===== config.mk =====
export PLATFORM = sky130hd
export DESIGN_NAME = day_of_year_to_date
export DESIGN_NICKNAME = d
export VERILOG_FILES = /design/src/rtl/date_pkg.sv /design/src/rtl/leap_year_check.sv /design/src/rtl/day_of_year_to_date.sv
export SDC_FILE = /design/constraint.sdc
export NUM_CORES = 1
export LEC_CHECK = 0
export CORE_MARGIN = 5
export CORE_UTILIZATION = 37
export DETAILED_ROUTE_END_ITERATION = 16
export PLACE_DENSITY = 0.7
export SKIP_LAST_GASP = 1
export SYNTH_ARGS = -nofsm -noshare
export SYNTH_HDL_FRONTEND = slang
export SYNTH_HIERARCHICAL = 1
export SYNTH_SLANG_ARGS = --single-unit

===== constraint.sdc =====
create_clock -name clk -period 9 [get_ports clk]
set_input_delay 2.7 -clock clk [delete_from_list [all_inputs] [get_ports clk]]
set_output_delay 2.7 -clock clk [all_outputs]
set_load 0.05 [all_outputs]

===== src/rtl/date_pkg.sv =====
// Calendar constants and types shared by the day-of-year <-> date converters.
package date_pkg;

    typedef enum logic [3:0] {
        JAN = 4'd1, FEB = 4'd2, MAR = 4'd3, APR = 4'd4,
        MAY = 4'd5, JUN = 4'd6, JUL = 4'd7, AUG = 4'd8,
        SEP = 4'd9, OCT = 4'd10, NOV = 4'd11, DEC = 4'd12
    } month_t;

    localparam int unsigned DAYS_NONLEAP = 365;
    localparam int unsigned DAYS_LEAP    = 366;

    localparam logic [4:0] DAYS_IN_MONTH [1:12] = '{
        5'd31, 5'd28, 5'd31, 5'd30, 5'd31, 5'd30,
        5'd31, 5'd31, 5'd30, 5'd31, 5'd30, 5'd31
    };

    typedef enum logic [1:0] {
        ST_IDLE,
        ST_CHECK,
        ST_WALK,
        ST_DONE
    } d2d_state_t;

    // Month length for a 1-based month number; 0 for out-of-range codes.
    function automatic logic [4:0] month_days(input logic [3:0] m, input logic leap);
        logic [4:0] d;
        d = '0;
        for (int unsigned i = 1; i <= 12; i++) begin
            if (m == i[3:0]) d = DAYS_IN_MONTH[i];
        end
        if (leap && (m == FEB)) d = 5'd29;
        return d;
    endfunction

endpackage


===== src/rtl/leap_year_check.sv =====
// Simplified leap-year test: every year divisible by four is a leap year.
module leap_year_check #(
    parameter int unsigned YEAR_W = 11
) (
    input  logic [YEAR_W-1:0] year_i,
    output logic              leap_o
);

    // Modulo by a power of two reduces to year_i[1:0] == 0 in hardware.
    assign leap_o = ((year_i % YEAR_W'(4)) == '0);

endmodule


===== src/rtl/day_of_year_to_date.sv =====
// Converts (dayOfYear, year) to (month, dayOfMonth) by walking one month per cycle.
module day_of_year_to_date
    import date_pkg::*;
#(
    parameter int unsigned YEAR_W = 11,
    parameter int unsigned DOY_W  = 9
) (
    input  logic              clk,
    input  logic              rst,
    input  logic              in_valid,
    output logic              in_ready,
    input  logic [DOY_W-1:0]  dayOfYear,
    input  logic [YEAR_W-1:0] year,
    output logic              out_valid,
    input  logic              out_ready,
    output logic [3:0]        month,
    output logic [5:0]        dayOfMonth,
    output logic              error
);

    d2d_state_t        state_q, state_d;
    logic [DOY_W-1:0]  rem_q, rem_d;
    logic [3:0]        cur_month_q, cur_month_d;
    logic [YEAR_W-1:0] year_q, year_d;
    logic [3:0]        month_q, month_d;
    logic [5:0]        dom_q, dom_d;
    logic              err_q, err_d;

    logic              leap;
    logic [DOY_W-1:0]  limit;
    logic [4:0]        dim;

    leap_year_check #(.YEAR_W(YEAR_W)) u_leap (
        .year_i (year_q),
        .leap_o (leap)
    );

    assign limit = leap ? DOY_W'(DAYS_LEAP) : DOY_W'(DAYS_NONLEAP);
    assign dim   = month_days(cur_month_q, leap);

    always_ff @(posedge clk) begin
        if (rst) begin
            state_q     <= ST_IDLE;
            rem_q       <= '0;
            cur_month_q <= '0;
            year_q      <= '0;
            month_q     <= '0;
            dom_q       <= '0;
            err_q       <= 1'b0;
        end else begin
            state_q     <= state_d;
            rem_q       <= rem_d;
            cur_month_q <= cur_month_d;
            year_q      <= year_d;
            month_q     <= month_d;
            dom_q       <= dom_d;
            err_q       <= err_d;
        end
    end

    always_comb begin
        state_d     = state_q;
        rem_d       = rem_q;
        cur_month_d = cur_month_q;
        year_d      = year_q;
        month_d     = month_q;
        dom_d       = dom_q;
        err_d       = err_q;
        case (state_q)
            ST_IDLE: begin
                if (in_valid) begin
                    // rem doubles as the captured dayOfYear until CHECK validates it.
                    rem_d   = dayOfYear;
                    year_d  = year;
                    state_d = ST_CHECK;
                end
            end
            ST_CHECK: begin
                if ((rem_q == '0) || (rem_q > limit)) begin
                    err_d   = 1'b1;
                    month_d = '0;
                    dom_d   = '0;
                    state_d = ST_DONE;
                end else begin
                    cur_month_d = 4'd1;
                    state_d     = ST_WALK;
                end
            end
            ST_WALK: begin
                if (rem_q <= DOY_W'(dim)) begin
                    month_d = cur_month_q;
                    dom_d   = rem_q[5:0];
                    err_d   = 1'b0;
                    state_d = ST_DONE;
                end else begin
                    rem_d       = rem_q - DOY_W'(dim);
                    cur_month_d = cur_month_q + 4'd1;
                end
            end
            ST_DONE: begin
                if (out_ready) begin
                    month_d = '0;
                    dom_d   = '0;
                    err_d   = 1'b0;
                    state_d = ST_IDLE;
                end
            end
            default: state_d = ST_IDLE;
        endcase
    end

    assign in_ready   = (state_q == ST_IDLE);
    assign out_valid  = (state_q == ST_DONE);
    assign month      = month_q;
    assign dayOfMonth = dom_q;
    assign error      = err_q;

endmodule


# Word-level counts from Yosys, hierarchy flattened
# Index checks and enable logic that the tools add are counted.
op_classes:
  addsub: 2
  magnitude_cmp: 2
  eq_ne: 21
  muxes: 37
  reduce_logical: 13
op_table:
  columns: ["op", "n"]
  rows:
  - ["$mux 5", 13]
  - ["$eq 4x4->1 const B", 5]
  - ["$mux 4", 5]
  - ["$mux 6", 3]
  - ["$mux 9", 2]
  - ["$pmux 6 s3", 1]
  - ["$pmux 9 s2", 1]
  - ["$eq 4x3->1 const B", 4]
  - ["$pmux 4 s3", 1]
  - ["$logic_not 11->1", 1]
  - ["$ne 2x2->1 const B", 5]
  - ["$gt 9x9->1", 1]
  - ["$le 9x5->1", 1]
  - ["$logic_not 9->1", 1]
  - ["$reduce_and 3->1", 3]
  - ["$sub 9x5->9", 1]
  - ["$eq 4x2->1 const B", 2]
  - ["$mux 2", 4]
  - ["$pmux 2 s4", 1]
  - ["$pmux 4 s2", 1]
  - ["$add 4x1->4 const B", 1]
  - ["$eq 2x2->1 const B", 2]
  - ["$eq 4x1->1 const B", 1]
  - ["$mux 1", 4]
  - ["10 further kinds", 11]
totals:
  reg_bits: 28
  inputBits: 24
  out_inout_bits: 13
  word_cells: 82

# Logic depth before layout (Yosys ltp)
# Gate-level depths: netlist of run 1.
depth:
  depth_word: 17
  depth_mapped: 14
  ltp_nobuf: 14

# Cells and area by module
# The synthesis of run 1 kept the hierarchy.
by_module_without_submodules:
  columns: ["mod", "instances", "cells_each", "area_per_inst_um2", "seq_area_each_um2"]
  rows:
  - ["day_of_year_to_date", 1, 269, 2125.8, 740.7]
  - ["leap_year_check", 1, 1, 3.8, 0.0]

# Worst setup path after synthesis of run 1
# Ideal clock, no wire load.
synth_timing:
  path_kind: "input to register"
  from: "in out_ready"
  to: "reg err_q, in the netlist error"
  setup_ps: 70
  arrival_time_ps: 3641
  required_time_ps: 8930
  slack_ps: 5289
  path_stages: 4
  n_path_buf: 0
  path_cell_list: "o22ai_2 -> or3_4 -> or4_1 -> a21oi_1"
synth_between:
  elab_chain_len: 2
synth_lines:
  columns: ["element", "line_no", "source"]
  rows:
  - ["start: declaration", "day_of_year_to_date.sv:15", "input logic out_ready,"]
  - ["$ne 2x1->1 (no source line)", null, null]
  - ["$reduce_and 4->1 (no source line)", null, null]
  - ["end signal: assignment", "day_of_year_to_date.sv:57", "err_q <= err_d;"]
  - ["end: declaration", "day_of_year_to_date.sv:27", "logic err_q, err_d;"]
# Every way passes these cells.
# A chain may end at the register's enable or synchronous reset.

# Final worst setup path of run 1
layout_timing:
  from: "reg state_q[0]"
  to: "out in_ready"
layout_between:
  elab_chain_len: 1
layout_lines:
  columns: ["element", "line_no", "source"]
  rows:
  - ["start: declaration", "day_of_year_to_date.sv:21", "d2d_state_t state_q, state_d;"]
  - ["start signal: assignment", "day_of_year_to_date.sv:51", "state_q <= state_d;"]
  - ["$logic_not 2->1", "day_of_year_to_date.sv:112", "assign in_ready = (state_q == ST_IDLE);"]
  - ["end: declaration", "day_of_year_to_date.sv:11", "output logic in_ready,"]
# Every way passes these cells.

==> results of run 1 <==
-- per-stage QoR --
stage	cells	area (µm²)
2_1_floorplan	234	1837
3_3_place_gp	317	2155
3_5_place_dp	317	2155
4_1_cts	321	2210
5_1_grt	321	2210
6_report	321	2210
-- power groups by stage --
stage	registers (mW)	clock network, mW	logic, mW
floorplan	0.187	0	0.378
global placement	0.190	0	0.469
detailed placement	0.191	0	0.475
CTS	0.188	0.0829	0.477
global route	0.193	0.0884	0.548
finish	0.188	0.0801	0.477
-- worst paths after layout --
check	startpoint	slack [ns]	endpoint
max reg2reg	cur_month_q[0]$_SDFFE_PP0P_	5.59	dayOfMonth[2]$_SDFFE_PP0P_
min	year_q[1]$_SDFFE_PP0P_	0.47	year_q[1]$_SDFFE_PP0P_
max	state_q[0]$_SDFFE_PP0P_	4.43	in_ready
min reg2reg	year_q[1]$_SDFFE_PP0P_	0.47	year_q[1]$_SDFFE_PP0P_
-- sequential cells by signal (all words and copies together) (netlist names) --
name,flops
rem_q,9
year_q,2
cur_month_q,4
state_q,2
error,1
dayOfMonth,6
month,4
-- cell type report --
class | count | area (µm²) | area share (%)
clock buffers | 4 | 55.05 | 2.492
inverters | 15 | 56.30 | 2.548
multi-input cells | 178 | 1169 | 52.89
flip-flops and latches | 28 | 560.5 | 25.37
well taps | 67 | 83.83 | 3.794
repair buffers | 29 | 285.3 | 12.91
-- tightest hold or removal path, delay by kind of cell (launching register included) --
family	cells	cell delay, ns
flops	1	0.33
simple gates	1	0.05
compound gates	1	0.05
-- per-layer routing --
| layer | up-vias | GRT usage (%) |
|---|---|---|
| met4 | 0 | 3.885 |
| met2 | 42 | 24.01 |
| li1 | 884 | - |
| met1 | 788 | 19.44 |
| met3 | 6 | 3.251 |
| met5 | - | 0 |
==> reports/qor.csv, run 1 <==
stage,metric,value,unit
placed_design,Post-Place Setup Slack,4.623,ns
setup_path,Worst R2R Path Depth,13,
sta,post-layout minimum cycle time,4.571,ns
sta,Clock Skew,0.007696,ns
sta,fmax,0.2188,GHz
yosys,synthesized area,0.001837,mm²
routing,DRC,0,
floorplan,Die Width,80.46,µm
setup_path,crit-path cells,"inv_1, ha_1, clkdlybuf4s50_1",
flow_run,Max Cap Viol,0,
final_layout,fin util,46.17,%
hold_path,hold depth,2,
routing,routed wire length,4.303,mm
sta,slew of the pin with the lowest slew margin,0.8639,ns
clock_network,CTS root buf,clkbuf_8,
sta,RSZ-0062 raised after global routing,false,
final_layout,Nets,295,
floorplan,Rows,25,
clock_network,clock sinks,28,
hold_path,Min-Delay Path Class,reg -> reg,
sta,worst hold margin,0.4664,ns
pwr,Pleak,0.8214,nW
placed_design,PortBufs,27,
setup_path,Setup crit end kind,primary output,
setup_path,Critical Path Start Type,flop,
setup_path,Arrival @ worst endpoint,1.87,ns
floorplan,Chip Height,80.46,µm
sta,Final Hold Fails,0,
sta,Final Cycle Share,50.79,%
floorplan,core area,0.004786,mm²
routing,total number of vias,1720,
global_route,first-pass GRT wire length,7.645,mm
sta,Setup TNS Final,0,ns
setup_path,Slowest Stage Delay on Critical Path,0.85,ns
clock_network,clk buf depth,2,
floorplan,I/O pin total,37,
setup_path,"Largest delay share family, worst path",buffers and inverters,
setup_path,Critical Path RT,6.30,ns
placed_design,Detailed Place HPWL,3.249,mm
yosys,syn_nets,274,
clock_network,CTS tree,built,
yosys,synth warn,6,
global_route,All-Layer GR Usage,14.69,%
final_layout,"commonest non-fill, non-tap cells in the layout","30 x a21oi_1, 28 x dfxtp_1, 27 x clkdlybuf4s50_1",
routing,via/cell ratio,5.358,
clock_network,H-tree Lvls,1,
pwr,Reg power frac,25.2,%
outcome,status,finished clean,
floorplan,initial core utilization,38.38,%
sta,final setup fails,0,
pwr,worst vdd ir,164.0,µV
final_layout,Area growth syn-to-layout,20.30,%
global_route,largest net degree at the start of global routing,28,
pwr,Clk pwr share,10.8,%
clock_network,Resize count post-CTS,0,
clock_network,"CTS clk-pin slew, worst paths",0.10,ns
pwr,PwrDens,337.2,mW/mm²
routing,Metal-1 WL,2.039,mm
global_route,global route overflow,0,
final_layout,layout cells sized above 1,5.906,%
setup_path,Critical path buffers and inverters,2,
yosys,"Avg Cell Area, Syn",7.849,µm²
pwr,switching share of total power,49.38,%
placed_design,GP Congestion,0.8893,
routing,drt pass-1 iters,4,
setup_path,Crit-path slowest cell,clkdlybuf4s50_1,
pwr,Gate power share,64.0,%
sta,Max Transition Viols Final,0,
pwr,Total Power,0.7450,mW
final_layout,number of diodes,0,
global_route,initial antenna violation count,0,
sta,worst relative slew slack,41.96,%
clock_network,Clock Latency Late Sink,0.28,ns
setup_path,critical path peak fanout,8,
routing,Iter 0 DRT Violations,168,
setup_path,CP Depth,3,
global_route,vias in the first global route,1666,
final_layout,most common library cell in the layout ignoring fill and taps,a21oi_1,
pwr,Net Sw Power,0.3679,mW
yosys,post-synthesis cell count,234,
routing,Post-DRT Antenna Nets,0,
clock_network,postcts setup bufs,0,
clock_network,CTS Buf Count,3,
routing,met3 wire length,244,µm
pwr,Cell Int Power,0.3772,mW
routing,uppermost routed layer,met4,
routing,Met2 Wirelength,1.976,mm
sta,Setup WS post-layout,4.429,ns
routing,DR WL/cell,13.40,µm
final_layout,fill count,479,
setup_path,Setup Crit Path Kind,reg -> out,
clock_network,CTS Hold Bufs,0,
floorplan,DIE AREA,0.006473,mm²
(Power assumes the default switching activity.)
==> run 2: changes to the inputs <==
--- a/config.mk
+++ b/config.mk
@@ -8,7 +8,7 @@
 export CORE_MARGIN = 5
 export CORE_UTILIZATION = 37
 export DETAILED_ROUTE_END_ITERATION = 16
-export PLACE_DENSITY = 0.7
+export PLACE_DENSITY = 0.73
 export SKIP_LAST_GASP = 1
 export SYNTH_ARGS = -nofsm -noshare
 export SYNTH_HDL_FRONTEND = slang
==> constraint.sdc (replaced) <==
create_clock -name clk -period 3.81 [get_ports clk]
set_input_delay 1.143 -clock clk [delete_from_list [all_inputs] [get_ports clk]]
set_output_delay 1.143 -clock clk [all_outputs]
set_load 0.05 [all_outputs]
==> reports/qor.csv, run 2 (same netlist as run 1, synthesis figures left out) <==
stage,metric,value,unit,change
clock_network,H-tree Lvls,1,,unchanged
final_layout,Area growth syn-to-layout,21.12,%,
sta,fmax,0.2907,GHz,
setup_path,Critical Path Start Type,flop,,
setup_path,CP Launch Point,cur_month_q[1]$_SDFFE_PP0P_,,
sta,final setup fails,0,,unchanged
floorplan,core area,0.004786,mm²,unchanged
routing,Iter 0 DRT Violations,128,,-24%
setup_path,Slowest Stage Delay on Critical Path,0.48,ns,-0.37 ns
clock_network,CTS Hold Bufs,0,,unchanged
clock_network,CTS root buf,clkbuf_8,,
pwr,worst vdd ir,366.8,µV,+120%
clock_network,CTS Buf Count,3,,unchanged
routing,total number of vias,1749,,+1.7%
setup_path,Critical R2R Launch,cur_month_q[1]$_SDFFE_PP0P_,,
outcome,status,finished clean,,
placed_design,PortBufs,27,,unchanged
floorplan,Rows,25,,unchanged
pwr,Total Power,1.777,mW,+140%
global_route,first-pass GRT wire length,7.652,mm,about the same
hold_path,Min-Delay Path Class,reg -> reg,,
final_layout,number of diodes,0,,unchanged
clock_network,clock sinks,28,,unchanged
placed_design,Post-Place Setup Slack,0.4213,ns,-4.202 ns
global_route,initial antenna violation count,0,,unchanged
pwr,PwrDens,799.0,mW/mm²,+140%
sta,RSZ-0062 raised after global routing,false,,
final_layout,Nets,297,,+0.68%
setup_path,r2r setup slk,0.37,ns,-5.22 ns
global_route,All-Layer GR Usage,14.71,%,+0.023 points
clock_network,clk buf depth,2,,unchanged
setup_path,"Largest delay share family, worst path",simple AND/OR/NAND/NOR gates,,
placed_design,Detailed Place HPWL,3.365,mm,+3.6%
floorplan,Die Width,80.46,µm,unchanged
routing,DR WL/cell,13.65,µm,+1.8%
final_layout,Biggest register,rem_q,,
final_layout,layout cells sized above 1,6.641,%,+0.74 points
sta,worst hold margin,0.4644,ns,-0.002001 ns
sta,slew of the pin with the lowest slew margin,0.6416,ns,-0.2223 ns
setup_path,Worst R2R Path Depth,13,,unchanged
setup_path,Setup crit end kind,flop,,
sta,Clock Skew,0.003518,ns,-0.004178 ns
floorplan,Chip Height,80.46,µm,unchanged
sta,worst relative slew slack,56.97,%,+15 points
pwr,Pleak,0.8308,nW,+1.1%
setup_path,crit-path cells,"inv_1, ha_1, nor3_1, a21oi_1, nor2_1, a21o_1, ha_1, and3_1, o21ai_1, a211oi_1, or3_4, or4_1, a21oi_1",,
placed_design,GP Congestion,0.8664,,-2.6%
sta,Max Transition Viols Final,0,,unchanged
setup_path,Critical path buffers and inverters,1,,-1
floorplan,DIE AREA,0.006473,mm²,unchanged
final_layout,most common library cell in the layout ignoring fill and taps,a21oi_1,,
flow_run,Max Cap Viol,0,,unchanged
global_route,vias in the first global route,1711,,+2.7%
floorplan,initial core utilization,38.38,%,unchanged
setup_path,Crit-path slowest cell,or3_4,,
global_route,global route overflow,0,,unchanged
clock_network,CTS tree,built,,
sta,post-layout minimum cycle time,3.440,ns,
setup_path,critical path peak fanout,14,,+6
setup_path,Arrival @ worst endpoint,3.65,ns,+1.78 ns
setup_path,Critical Path RT,4.02,ns,-2.28 ns
sta,Final Hold Fails,0,,unchanged
final_layout,Largest register FFs,9,,unchanged
sta,Setup TNS Final,0,ns,unchanged
clock_network,Clock Latency Late Sink,0.28,ns,about the same
routing,DRC,0,,unchanged
routing,routed wire length,4.408,mm,+2.4%
sta,Setup WS post-layout,0.3702,ns,-4.058 ns
clock_network,postcts setup bufs,0,,unchanged
sta,Final Cycle Share,90.28,%,
routing,drt pass-1 iters,4,,unchanged
global_route,largest net degree at the start of global routing,27,,-3.6%
routing,Post-DRT Antenna Nets,0,,unchanged
setup_path,CP Depth,13,,+10
final_layout,fill count,491,,+2.5%
floorplan,I/O pin total,37,,unchanged
setup_path,Setup Crit Path Kind,reg -> reg,,
clock_network,Resize count post-CTS,0,,unchanged
routing,via/cell ratio,5.415,,+1.1%
setup_path,CP endpoint,error$_SDFFE_PP0P_,,
setup_path,worst r2r dst,error$_SDFFE_PP0P_,,
clock_network,"CTS clk-pin slew, worst paths",0.10,ns,about the same
final_layout,"commonest non-fill, non-tap cells in the layout","30 x a21oi_1, 28 x dfxtp_1, 27 x clkdlybuf4s50_1",,
==> run 2: worst min path at each step <==
stage | from | end | slack (ns) | depth (start not counted)
6_report | year_q[1]$_SDFFE_PP0P_ | year_q[1]$_SDFFE_PP0P_ | 0.46 | 2
5_1_grt | year_q[1]$_SDFFE_PP0P_ | year_q[1]$_SDFFE_PP0P_ | 0.50 | 2
4_1_cts | year_q[1]$_SDFFE_PP0P_ | year_q[1]$_SDFFE_PP0P_ | 0.47 | 2
3_5_place_dp | year_q[1]$_SDFFE_PP0P_ | year_q[1]$_SDFFE_PP0P_ | 0.45 | 2
3_3_place_gp | year_q[1]$_SDFFE_PP0P_ | year_q[1]$_SDFFE_PP0P_ | 0.44 | 2
2_1_floorplan | year_q[0]$_SDFFE_PP0P_ | year_q[0]$_SDFFE_PP0P_ | 0.44 | 2
==> run 2: report_power, final <==
group / switching (mW) / internal (mW)
clock: 0.0955 / 0.0927
combinational: 0.686 / 0.459
sequential: 0.0876 / 0.357
==> run 2: area by class of cell <==
class	instances	area [µm²]	area share (%)
clock buffers	4	55.05	2.475
flip-flops and latches	28	560.5	25.20
multi-input cells	178	1169	52.53
well taps	67	83.83	3.768
repair buffers	31	300.3	13.50
inverters	15	56.30	2.531
==> run 2: tightest hold or removal path, cell delays in order, from the launching register on <==
cell and delay (ns):
dfxtp_1 0.32, nand2_1 0.05, a21oi_1 0.05
==> run 2: per-layer routing <==
| metal | vias to the layer above | track usage, % | share of wire, % |
|---|---|---|---|
| li1 | 895 | - | - |
| met3 | 6 | 2.466 | 5.1 |
| met4 | 0 | 3.885 | 0.79 |
| met5 | - | 0 | 0 |
| met2 | 44 | 24.92 | 46 |
| met1 | 804 | 19.24 | 48 |
==> run 2: per-stage QoR <==
step	instance area [µm²]	utilization (%)	cells
4_1_cts	2225	46.48	323
3_3_place_gp	2170	45.33	319
2_1_floorplan	1837	-	234
6_report	2225	46.48	323
3_5_place_dp	2170	45.33	319
5_1_grt	2225	46.48	323
